$ cat src/rtl/draw_scheduler.sv
// draw_scheduler
// Serialises all redraw work onto a single-cell drawer through a start/busy
// handshake. Three requesters (playhead marker, cell toggles, cursor moves)
// plus a full-screen sweep after reset or on refresh.
//
// Ports:
//   CLOCK_50            system clock, rising edge
//   Reset               synchronous active-high reset
//   tog_req/row/col     cell toggle notification (queued in a small FIFO)
//   cur_req/row/col     cursor move (coalesced, latest wins)
//   play_req/col/vis    playhead update (coalesced, latest wins)
//   refresh             request a full sweep
//   cell_row/cell_col   grid read address, cell_val is the combinational answer
//   drw_start           one-cycle draw command with drw_x/drw_y/drw_style
//   drw_busy            drawer busy
//   sched_busy          scheduler active or work pending
//   tog_drop            toggle lost because the FIFO was full
module draw_scheduler #(
  parameter int GRID_SIZE   = 12,
  parameter int FIFO_DEPTH  = 4,
  parameter int ACK_TIMEOUT = 15
) (
  input  logic       CLOCK_50,
  input  logic       Reset,
  input  logic       tog_req,
  input  logic [3:0] tog_row,
  input  logic [3:0] tog_col,
  input  logic       cur_req,
  input  logic [3:0] cur_row,
  input  logic [3:0] cur_col,
  input  logic       play_req,
  input  logic [3:0] play_col,
  input  logic       play_vis,
  input  logic       refresh,
  output logic [3:0] cell_row,
  output logic [3:0] cell_col,
  input  logic       cell_val,
  output logic       drw_start,
  output logic [3:0] drw_x,
  output logic [3:0] drw_y,
  output logic [2:0] drw_style,
  input  logic       drw_busy,
  output logic       sched_busy,
  output logic       tog_drop
);

  localparam logic [3:0] MARK_ROW = 4'(GRID_SIZE);
  localparam logic [3:0] LAST_COL = 4'(GRID_SIZE - 1);
  localparam int PW = $clog2(FIFO_DEPTH);
  localparam int CW = PW + 1;
  localparam logic [CW-1:0] FULL_CNT = CW'(FIFO_DEPTH);
  localparam logic [PW-1:0] PTR_ONE = PW'(1);
  localparam int AW = $clog2(ACK_TIMEOUT + 1);
  localparam logic [AW-1:0] ACK_LAST = AW'(ACK_TIMEOUT - 1);
  localparam logic [AW-1:0] ACK_ONE = AW'(1);

  typedef enum logic [2:0] {
    ST_SWEEP     = 3'd0,
    ST_IDLE      = 3'd1,
    ST_ISSUE     = 3'd2,
    ST_WAIT_ACK  = 3'd3,
    ST_WAIT_DONE = 3'd4
  } state_t;

  typedef enum logic [1:0] {
    JOB_SWEEP = 2'd0,
    JOB_PH    = 2'd1,
    JOB_TOG   = 2'd2,
    JOB_CUR   = 2'd3
  } job_t;

  state_t state_q, state_d;
  job_t   job_q, job_d;
  logic   step_q, step_d;              // second draw of a two-draw job
  logic [3:0] tgt_row_q, tgt_row_d, tgt_col_q, tgt_col_d;
  logic [3:0] sw_row_q, sw_row_d, sw_col_q, sw_col_d;
  logic [AW-1:0] ack_cnt_q, ack_cnt_d;

  logic [3:0] disp_cur_row_q, disp_cur_row_d, disp_cur_col_q, disp_cur_col_d;
  logic [3:0] disp_ph_col_q, disp_ph_col_d;
  logic       disp_ph_vis_q, disp_ph_vis_d;

  logic       sweep_pend_q, sweep_pend_d;
  logic       ph_pend_q, ph_pend_d;
  logic [3:0] ph_tgt_col_q, ph_tgt_col_d;
  logic       ph_tgt_vis_q, ph_tgt_vis_d;
  logic       cur_pend_q, cur_pend_d;
  logic [3:0] cur_tgt_row_q, cur_tgt_row_d, cur_tgt_col_q, cur_tgt_col_d;

  // Job-local copies so new requests can re-arm without disturbing the job
  logic [3:0] job_cur_row_q, job_cur_row_d, job_cur_col_q, job_cur_col_d;
  logic [3:0] job_ph_col_q, job_ph_col_d;
  logic       job_ph_vis_q, job_ph_vis_d;

  logic [7:0]    fifo_mem_q [FIFO_DEPTH];
  logic [PW-1:0] wr_ptr_q, rd_ptr_q;
  logic [CW-1:0] fifo_cnt_q, fifo_cnt_d;

  logic       drw_start_q, drw_start_d;
  logic [3:0] drw_x_q, drw_x_d, drw_y_q, drw_y_d;
  logic [2:0] drw_style_q, drw_style_d;
  logic       sched_busy_q, sched_busy_d;
  logic       tog_drop_q, tog_drop_d;

  logic fifo_empty_s, fifo_full_s, push_s, pop_s;
  logic pick_sweep_s, pick_ph_s, pick_cur_s;
  logic draw_done_s, last_draw_s, ph_hit_s, cur_hit_s;
  logic [2:0] style_s;
  state_t after_draw_s;

  assign fifo_empty_s = (fifo_cnt_q == {CW{1'b0}});
  assign fifo_full_s  = (fifo_cnt_q == FULL_CNT);

  // Fixed-priority arbitration in IDLE: sweep, playhead, toggle, cursor
  assign pick_sweep_s = (state_q == ST_IDLE) && sweep_pend_q;
  assign pick_ph_s    = (state_q == ST_IDLE) && !sweep_pend_q && ph_pend_q;
  assign pop_s        = (state_q == ST_IDLE) && !sweep_pend_q && !ph_pend_q && !fifo_empty_s;
  assign pick_cur_s   = (state_q == ST_IDLE) && !sweep_pend_q && !ph_pend_q && fifo_empty_s && cur_pend_q;

  // A pop in the same cycle frees a slot, so a full FIFO still accepts
  assign push_s     = tog_req && (!fifo_full_s || pop_s);
  assign fifo_cnt_d = fifo_cnt_q + {{(CW-1){1'b0}}, push_s} - {{(CW-1){1'b0}}, pop_s};

  // A silent drawer is treated as done after ACK_TIMEOUT low cycles
  assign draw_done_s = !drw_busy && ((state_q == ST_WAIT_DONE) ||
                       ((state_q == ST_WAIT_ACK) && (ack_cnt_q == ACK_LAST)));

  assign ph_hit_s  = (tgt_col_q == disp_ph_col_q) && disp_ph_vis_q;
  assign cur_hit_s = (tgt_row_q == disp_cur_row_q) && (tgt_col_q == disp_cur_col_q);

  // Whether the draw currently in flight is the final one of its job
  always_comb begin
    case (job_q)
      JOB_SWEEP: last_draw_s = (sw_row_q == MARK_ROW) && (sw_col_q == LAST_COL);
      JOB_PH:    last_draw_s = step_q || !job_ph_vis_q;
      JOB_TOG:   last_draw_s = 1'b1;
      JOB_CUR:   last_draw_s = step_q;
      default:   last_draw_s = 1'b1;
    endcase
    if (last_draw_s) begin
      after_draw_s = ST_IDLE;
    end else if (job_q == JOB_SWEEP) begin
      after_draw_s = ST_SWEEP;
    end else begin
      after_draw_s = ST_ISSUE;
    end
  end

  // FSM state register
  always_ff @(posedge CLOCK_50) begin
    if (Reset) begin
      state_q <= ST_SWEEP;
    end else begin
      state_q <= state_d;
    end
  end

  // FSM next-state logic
  always_comb begin
    state_d = state_q;
    case (state_q)
      ST_SWEEP: state_d = ST_ISSUE;
      ST_IDLE: begin
        if (sweep_pend_q) begin
          state_d = ST_SWEEP;
        end else if (ph_pend_q) begin
          // Hidden-to-hidden playhead update needs no draw at all
          state_d = (disp_ph_vis_q || ph_tgt_vis_q) ? ST_ISSUE : ST_IDLE;
        end else if (!fifo_empty_s || cur_pend_q) begin
          state_d = ST_ISSUE;
        end else begin
          state_d = ST_IDLE;
        end
      end
      // Never start while the drawer still reports busy
      ST_ISSUE: state_d = drw_busy ? ST_ISSUE : ST_WAIT_ACK;
      ST_WAIT_ACK: begin
        if (drw_busy) begin
          state_d = ST_WAIT_DONE;
        end else if (draw_done_s) begin
          state_d = after_draw_s;
        end else begin
          state_d = ST_WAIT_ACK;
        end
      end
      ST_WAIT_DONE: state_d = draw_done_s ? after_draw_s : ST_WAIT_DONE;
      default: state_d = ST_IDLE;
    endcase
  end

  // Job setup, draw sequencing, displayed state and request capture
  always_comb begin
    job_d          = job_q;
    step_d         = step_q;
    tgt_row_d      = tgt_row_q;
    tgt_col_d      = tgt_col_q;
    sw_row_d       = sw_row_q;
    sw_col_d       = sw_col_q;
    disp_cur_row_d = disp_cur_row_q;
    disp_cur_col_d = disp_cur_col_q;
    disp_ph_col_d  = disp_ph_col_q;
    disp_ph_vis_d  = disp_ph_vis_q;
    job_cur_row_d  = job_cur_row_q;
    job_cur_col_d  = job_cur_col_q;
    job_ph_col_d   = job_ph_col_q;
    job_ph_vis_d   = job_ph_vis_q;
    sweep_pend_d   = sweep_pend_q;
    ph_pend_d      = ph_pend_q;
    cur_pend_d     = cur_pend_q;

    if (pick_sweep_s) begin
      job_d        = JOB_SWEEP;
      sw_row_d     = 4'd0;
      sw_col_d     = 4'd0;
      sweep_pend_d = 1'b0;
    end else if (pick_ph_s) begin
      job_d        = JOB_PH;
      ph_pend_d    = 1'b0;
      job_ph_col_d = ph_tgt_col_q;
      job_ph_vis_d = ph_tgt_vis_q;
      if (disp_ph_vis_q) begin
        tgt_row_d = MARK_ROW;
        tgt_col_d = disp_ph_col_q;
        step_d    = 1'b0;
      end else if (ph_tgt_vis_q) begin
        // Nothing to erase: go straight to the show draw
        tgt_row_d = MARK_ROW;
        tgt_col_d = ph_tgt_col_q;
        step_d    = 1'b1;
      end else begin
        disp_ph_col_d = ph_tgt_col_q;
        disp_ph_vis_d = 1'b0;
      end
    end else if (pop_s) begin
      job_d     = JOB_TOG;
      step_d    = 1'b0;
      tgt_row_d = fifo_mem_q[rd_ptr_q][7:4];
      tgt_col_d = fifo_mem_q[rd_ptr_q][3:0];
    end else if (pick_cur_s) begin
      job_d         = JOB_CUR;
      step_d        = 1'b0;
      cur_pend_d    = 1'b0;
      job_cur_row_d = cur_tgt_row_q;
      job_cur_col_d = cur_tgt_col_q;
      tgt_row_d     = disp_cur_row_q;
      tgt_col_d     = disp_cur_col_q;
    end else if (state_q == ST_SWEEP) begin
      tgt_row_d = sw_row_q;
      tgt_col_d = sw_col_q;
    end else if (draw_done_s && last_draw_s) begin
      case (job_q)
        JOB_PH: begin
          disp_ph_col_d = job_ph_col_q;
          disp_ph_vis_d = job_ph_vis_q;
        end
        JOB_CUR: begin
          disp_cur_row_d = job_cur_row_q;
          disp_cur_col_d = job_cur_col_q;
        end
        default: step_d = step_q;
      endcase
    end else if (draw_done_s) begin
      case (job_q)
        JOB_SWEEP: begin
          if (sw_col_q == LAST_COL) begin
            sw_col_d = 4'd0;
            sw_row_d = sw_row_q + 4'd1;
          end else begin
            sw_col_d = sw_col_q + 4'd1;
          end
        end
        JOB_PH: begin
          tgt_row_d = MARK_ROW;
          tgt_col_d = job_ph_col_q;
          step_d    = 1'b1;
        end
        JOB_CUR: begin
          tgt_row_d = job_cur_row_q;
          tgt_col_d = job_cur_col_q;
          step_d    = 1'b1;
        end
        default: step_d = step_q;
      endcase
    end else begin
      step_d = step_q;
    end

    // Capture after job start so a same-cycle request re-arms its flag
    sweep_pend_d = sweep_pend_d | refresh;
    if (play_req) begin
      ph_pend_d    = 1'b1;
      ph_tgt_col_d = play_col;
      ph_tgt_vis_d = play_vis;
    end else begin
      ph_tgt_col_d = ph_tgt_col_q;
      ph_tgt_vis_d = ph_tgt_vis_q;
    end
    if (cur_req) begin
      cur_pend_d    = 1'b1;
      cur_tgt_row_d = cur_row;
      cur_tgt_col_d = cur_col;
    end else begin
      cur_tgt_row_d = cur_tgt_row_q;
      cur_tgt_col_d = cur_tgt_col_q;
    end
  end

  // Draw style and next values of the registered outputs
  always_comb begin
    case (job_q)
      JOB_SWEEP: begin
        if (tgt_row_q == MARK_ROW) begin
          style_s = {ph_hit_s, 2'b00};
        end else begin
          style_s = {ph_hit_s, cur_hit_s, cell_val};
        end
      end
      JOB_PH:  style_s = {step_q, 2'b00};
      JOB_TOG: style_s = {ph_hit_s, cur_hit_s, cell_val};
      JOB_CUR: style_s = {ph_hit_s, step_q, cell_val};
      default: style_s = 3'b000;
    endcase

    drw_start_d = (state_q == ST_ISSUE) && !drw_busy;
    if (drw_start_d) begin
      drw_x_d     = tgt_col_q;
      drw_y_d     = tgt_row_q;
      drw_style_d = style_s;
    end else begin
      drw_x_d     = drw_x_q;
      drw_y_d     = drw_y_q;
      drw_style_d = drw_style_q;
    end

    if (state_q == ST_ISSUE) begin
      ack_cnt_d = {AW{1'b0}};
    end else if (state_q == ST_WAIT_ACK) begin
      ack_cnt_d = ack_cnt_q + ACK_ONE;
    end else begin
      ack_cnt_d = ack_cnt_q;
    end

    tog_drop_d   = tog_req && fifo_full_s && !pop_s;
    sched_busy_d = (state_d != ST_IDLE) || sweep_pend_d || ph_pend_d ||
                   cur_pend_d || (fifo_cnt_d != {CW{1'b0}});
  end

  // Datapath, request and output registers
  always_ff @(posedge CLOCK_50) begin
    if (Reset) begin
      job_q          <= JOB_SWEEP;
      step_q         <= 1'b0;
      tgt_row_q      <= 4'd0;
      tgt_col_q      <= 4'd0;
      sw_row_q       <= 4'd0;
      sw_col_q       <= 4'd0;
      ack_cnt_q      <= {AW{1'b0}};
      disp_cur_row_q <= 4'd0;
      disp_cur_col_q <= 4'd0;
      disp_ph_col_q  <= 4'd0;
      disp_ph_vis_q  <= 1'b0;
      job_cur_row_q  <= 4'd0;
      job_cur_col_q  <= 4'd0;
      job_ph_col_q   <= 4'd0;
      job_ph_vis_q   <= 1'b0;
      sweep_pend_q   <= 1'b0;
      ph_pend_q      <= 1'b0;
      ph_tgt_col_q   <= 4'd0;
      ph_tgt_vis_q   <= 1'b0;
      cur_pend_q     <= 1'b0;
      cur_tgt_row_q  <= 4'd0;
      cur_tgt_col_q  <= 4'd0;
      drw_start_q    <= 1'b0;
      drw_x_q        <= 4'd0;
      drw_y_q        <= 4'd0;
      drw_style_q    <= 3'b000;
      sched_busy_q   <= 1'b1;
      tog_drop_q     <= 1'b0;
    end else begin
      job_q          <= job_d;
      step_q         <= step_d;
      tgt_row_q      <= tgt_row_d;
      tgt_col_q      <= tgt_col_d;
      sw_row_q       <= sw_row_d;
      sw_col_q       <= sw_col_d;
      ack_cnt_q      <= ack_cnt_d;
      disp_cur_row_q <= disp_cur_row_d;
      disp_cur_col_q <= disp_cur_col_d;
      disp_ph_col_q  <= disp_ph_col_d;
      disp_ph_vis_q  <= disp_ph_vis_d;
      job_cur_row_q  <= job_cur_row_d;
      job_cur_col_q  <= job_cur_col_d;
      job_ph_col_q   <= job_ph_col_d;
      job_ph_vis_q   <= job_ph_vis_d;
      sweep_pend_q   <= sweep_pend_d;
      ph_pend_q      <= ph_pend_d;
      ph_tgt_col_q   <= ph_tgt_col_d;
      ph_tgt_vis_q   <= ph_tgt_vis_d;
      cur_pend_q     <= cur_pend_d;
      cur_tgt_row_q  <= cur_tgt_row_d;
      cur_tgt_col_q  <= cur_tgt_col_d;
      drw_start_q    <= drw_start_d;
      drw_x_q        <= drw_x_d;
      drw_y_q        <= drw_y_d;
      drw_style_q    <= drw_style_d;
      sched_busy_q   <= sched_busy_d;
      tog_drop_q     <= tog_drop_d;
    end
  end

  // Toggle FIFO pointers and storage
  always_ff @(posedge CLOCK_50) begin
    if (Reset) begin
      wr_ptr_q   <= {PW{1'b0}};
      rd_ptr_q   <= {PW{1'b0}};
      fifo_cnt_q <= {CW{1'b0}};
    end else begin
      fifo_cnt_q <= fifo_cnt_d;
      if (push_s) begin
        fifo_mem_q[wr_ptr_q] <= {tog_row, tog_col};
        wr_ptr_q             <= wr_ptr_q + PTR_ONE;
      end else begin
        wr_ptr_q <= wr_ptr_q;
      end
      if (pop_s) begin
        rd_ptr_q <= rd_ptr_q + PTR_ONE;
      end else begin
        rd_ptr_q <= rd_ptr_q;
      end
    end
  end

  assign cell_row   = tgt_row_q;
  assign cell_col   = tgt_col_q;
  assign drw_start  = drw_start_q;
  assign drw_x      = drw_x_q;
  assign drw_y      = drw_y_q;
  assign drw_style  = drw_style_q;
  assign sched_busy = sched_busy_q;
  assign tog_drop   = tog_drop_q;

endmodule

$ cat config.mk
export PLATFORM = sky130hd
export DESIGN_NAME = draw_scheduler
export DESIGN_NICKNAME = d
export VERILOG_FILES = /design/src/rtl/draw_scheduler.sv
export SDC_FILE = /design/constraint.sdc
export NUM_CORES = 1
export LEC_CHECK = 0
export CAP_MARGIN = 5
export CORE_UTILIZATION = 46
export DETAILED_ROUTE_END_ITERATION = 12
export DONT_BUFFER_PORTS = 1
export SLEW_MARGIN = 20
export SYNTH_ARGS = -nofsm -noshare
export SYNTH_HDL_FRONTEND = slang
export SYNTH_SLANG_ARGS = --single-unit
$ cat constraint.sdc
create_clock -name CLOCK_50 -period 3.94 [get_ports CLOCK_50]
set_clock_uncertainty 0.05 [all_clocks]
set_input_delay 0.788 -clock CLOCK_50 [delete_from_list [all_inputs] [get_ports CLOCK_50]]
set_output_delay 0.788 -clock CLOCK_50 [all_outputs]
set_load 0.005 [all_outputs]
==> summary.txt <==
Status
  – Status: finished clean

Floorplanning
  – Die area: 12700 um^2
  – Die X: roughly 110 um
  – Die Ht: 113 um
  – Cell Rows: 40
  – Core Box Area: 12000 um^2
  – Io pins: 51
  – Initial Util: between 40% and 50%

CTS
  – Post-CTS Setup Inserts: 0
  – CTS HTree Levels: 4
  – CTS Buf Count: 17
  – Gates resized, CTS repair: 0
  – Clock-pin slew on the worst setup and hold paths: 0.06 ns
  – CTS sink cnt: 123
  – CTS tree: built
  – Root Driver: clkbuf_16
  – Clock insertion delay at the later pin of the skew report: 0.42 ns
  – Cts hold-fix bufs: 0
  – Deepest clock path buffer count: 2

Final layout
  – Syn-to-layout area delta: 12.3%
  – Diode count: 0
  – Commonest non-fill, non-tap cells in the layout: dfxtp_1 (91), nor2_1 (65), nand2_1 (51)
  – Commonest non-fill, non-tap cell in the layout: dfxtp_1
  – Area taken by flip-flops and latches: approximately 2800 um^2
  – Multi-input gate area: 2660 um^2
  – Layout cells sized above 1: between 10% and 20%
  – Nets: 592
  – Layout fillers: 1068

Job
  – Max-cap violations: 0

Global routing
  – Gr usage total: 22.5%
  – GRT met1 Usage: 29.4%
  – Largest net degree at the start of global routing: 83
  – Most Crowded Layer GR: met2
  – Met3 usage: under 10%
  – First-pass GRT wire length: 21.4 mm
  – Initial antenna violation count: 0
  – GR met2 Demand/Resource: between 30 and 40%
  – Vias in the first global route: 3910
  – Global route overflow: 0

Setup path
  – WS Path Type: reg -> reg
  – Slowest-stage cell, CP: or3b_2
  – Worst-path cell chain: or3b_2 -> o211ai_1 -> nand2_1 -> ha_1 -> inv_1 -> ha_1 -> inv_1 -> fa_1 -> xor2_1 -> xnor2_1 -> o2111a_1 -> nand4_1 -> a2111o_1
  – Max stage delay on crit path: a little over 0.5 ns
  – CP Max Fanout: 4
  – Type of origin of the critical path: flop
  – Critical Path AT: 3.72 ns
  – WP data required: 4.19 ns
  – Crit path capture type: flop

Yosys
  – Number of synthesized flops with an enable pin: 32
  – Syn_nets: 601
  – Syn_area_per_cell: 10.1 um^2
  – Seq/Total Area, Yosys: roughly half
  – Yosys cell types: 67
  – Post-synthesis cell count: 560
  – Yosys warning count: 0
  – Ys async rst share: 0%
  – Synth Flop Type: dfxtp_1
  – #FFs+latches synth: 123
  – Netlist Area Pre-Place: 5640 um^2

Route
  – Avg WL per Cell: 19.0 um
  – Vias: 4110
  – Routed WL: 13.5 mm
  – Detail Route Antenna Nets: 0
  – Initial drt markers: 363
  – Drt pass-1 iters: 5
  – Via density: 5.78
  – DR DRC count: 0

Power and ir drop
  – Cell Pwr Density: 536 nW/um^2
  – Worst vdd ir: 0.000390 V
  – PnR Total Power: 3.40 mW
  – Leak: approximately 2.3 nW

STA
  – RSZ-0062 raised after global routing: false
  – Setup tns final: 0 ns
  – F_max: a little under 300 MHz
  – Worst slew margin relative to its limit: 33.2%
  – Final hold violation count: 0
  – Tcrit/Tclk final: 88.0%
  – Period minus WS final: 3.47 ns
  – Worst Tran Pin Value: around 1 ns
  – Slew Limit Fails: 0
  – Final Setup Violations: 0

Place
  – Port Buffers: 0
  – Routability cong.: 0.876
  – DP HPWL: 9.51 mm

Min path
  – Hold crit path type: in -> reg
[registers in the layout, indices dropped and copies added, names as in the netlist, 4 cells and up, named ones only]
register	count
sw_row_q	4
job_cur_col_q	4
cur_tgt_col_q	4
sw_col_q	4
ack_cnt_q	4
drw_y	4
ph_tgt_col_q	4
cur_tgt_row_q	4
cell_col	4
disp_cur_row_q	4
disp_cur_col_q	4
disp_ph_col_q	4
fifo_mem_q	32
drw_x	4
cell_row	4
job_cur_row_q	4
job_ph_col_q	4
[worst paths after layout]
check | from | to | depth (start not counted) | slack, ns
worst max-delay path | state_q[1] | sched_busy | 13 | 0.47
worst min-delay path | Reset | wr_ptr_q[1] | 1 | 0.39
worst max register to register | state_q[1] | sched_busy | 13 | 0.47
worst min register to register | cur_tgt_row_q[2] | job_cur_row_q[2] | 2 | 0.40
[cell usage after synthesis (all sizes together) (3+ instances only)]
library cell | instances | share of area, %
o22a | 3 | 0.47
nor2 | 65 | 4.3
nand4 | 6 | 0.67
nand3 | 13 | 1.2
nor3b | 4 | 0.53
mux2i | 33 | 5.9
or3b | 4 | 0.62
nand2 | 51 | 3.4
nor3 | 6 | 0.62
buf | 4 | 0.58
mux4 | 8 | 3.2
nand2b | 3 | 0.33
o221ai | 4 | 0.62
o21ai | 17 | 1.5
a211oi | 11 | 1.6
a2111oi | 3 | 0.80
or3 | 6 | 0.67
clkbuf | 30 | 2.0
mux2 | 6 | 1.2
dfxtp | 91 | 32
and3 | 4 | 0.44
a311oi | 3 | 0.47
o211ai | 3 | 0.64
o31ai | 4 | 0.53
xnor2 | 18 | 2.8
inv | 15 | 1.0
and2 | 8 | 0.91
nor2b | 7 | 0.78
a21oi | 47 | 4.2
ha | 11 | 2.4
nand3b | 3 | 0.40
o22ai | 4 | 0.44
edfxtp | 32 | 17
[per-layer routing]
metal  part of all wire, %  vias up
met1                    46     1981
li1                      -     1996
met5                     0        -
met3                   4.5       30
met4                   2.9        0
met2                    46      103
[stage by stage]
step	std cells	area [um^2]	hold slack (ns)	setup slack (ns)	util, %
after detailed placement	679	5730	0.392	0.483	47.9
after global placement	679	5730	0.386	0.608	47.9
after CTS	711	6320	0.366	0.476	52.9
after global routing	711	6330	0.379	0.265	52.9
final	711	6330	0.386	0.473	52.9
after floorplan	560	5640	0.381	0.563	-
[layout make-up]
| type | count | area share, % |
|---|---|---|
| Clock buffer | 18 | 6.78 |
| Clock inverter | 14 | 2.65 |
| Inverter | 16 | 0.948 |
| Multi-Input combinational cell | 387 | 42.1 |
| Sequential cell | 123 | 43.9 |
| Tap cell | 147 | 2.90 |
| Timing Repair Buffer | 6 | 0.711 |
[report_power, final]
group / internal (mW) / switching, mW / total (mW)
sequential: 1.37 / 0.0772 / 1.44
combinational: 0.157 / 0.216 / 0.373
clock: 0.997 / 0.581 / 1.58
total: 2.52 / 0.874 / 3.40
[critical path, delay by kind of cell, from the launching register on]
family	cells	cell delay [ns]
compound gates	3	0.89
xor+xnor	2	0.35
fa+ha+maj	3	0.84
buf+inv	2	0.11
flops	1	0.31
simple gates	3	0.80
[cells by family (layout without fill, tap and decap cells)]
family / count (synthesis) / count (layout) / share of synthesized area, %
simple gates: 192 / 192 / 16.9
xor+xnor: 20 / 20 / 3.11
buf+inv: 50 / 54 / 3.66
fa+ha+maj: 12 / 12 / 2.80
compound gates: 116 / 116 / 13.9
flops: 123 / 123 / 49.4
mux: 47 / 47 / 10.3
Power figures use the tool's default switching activity.
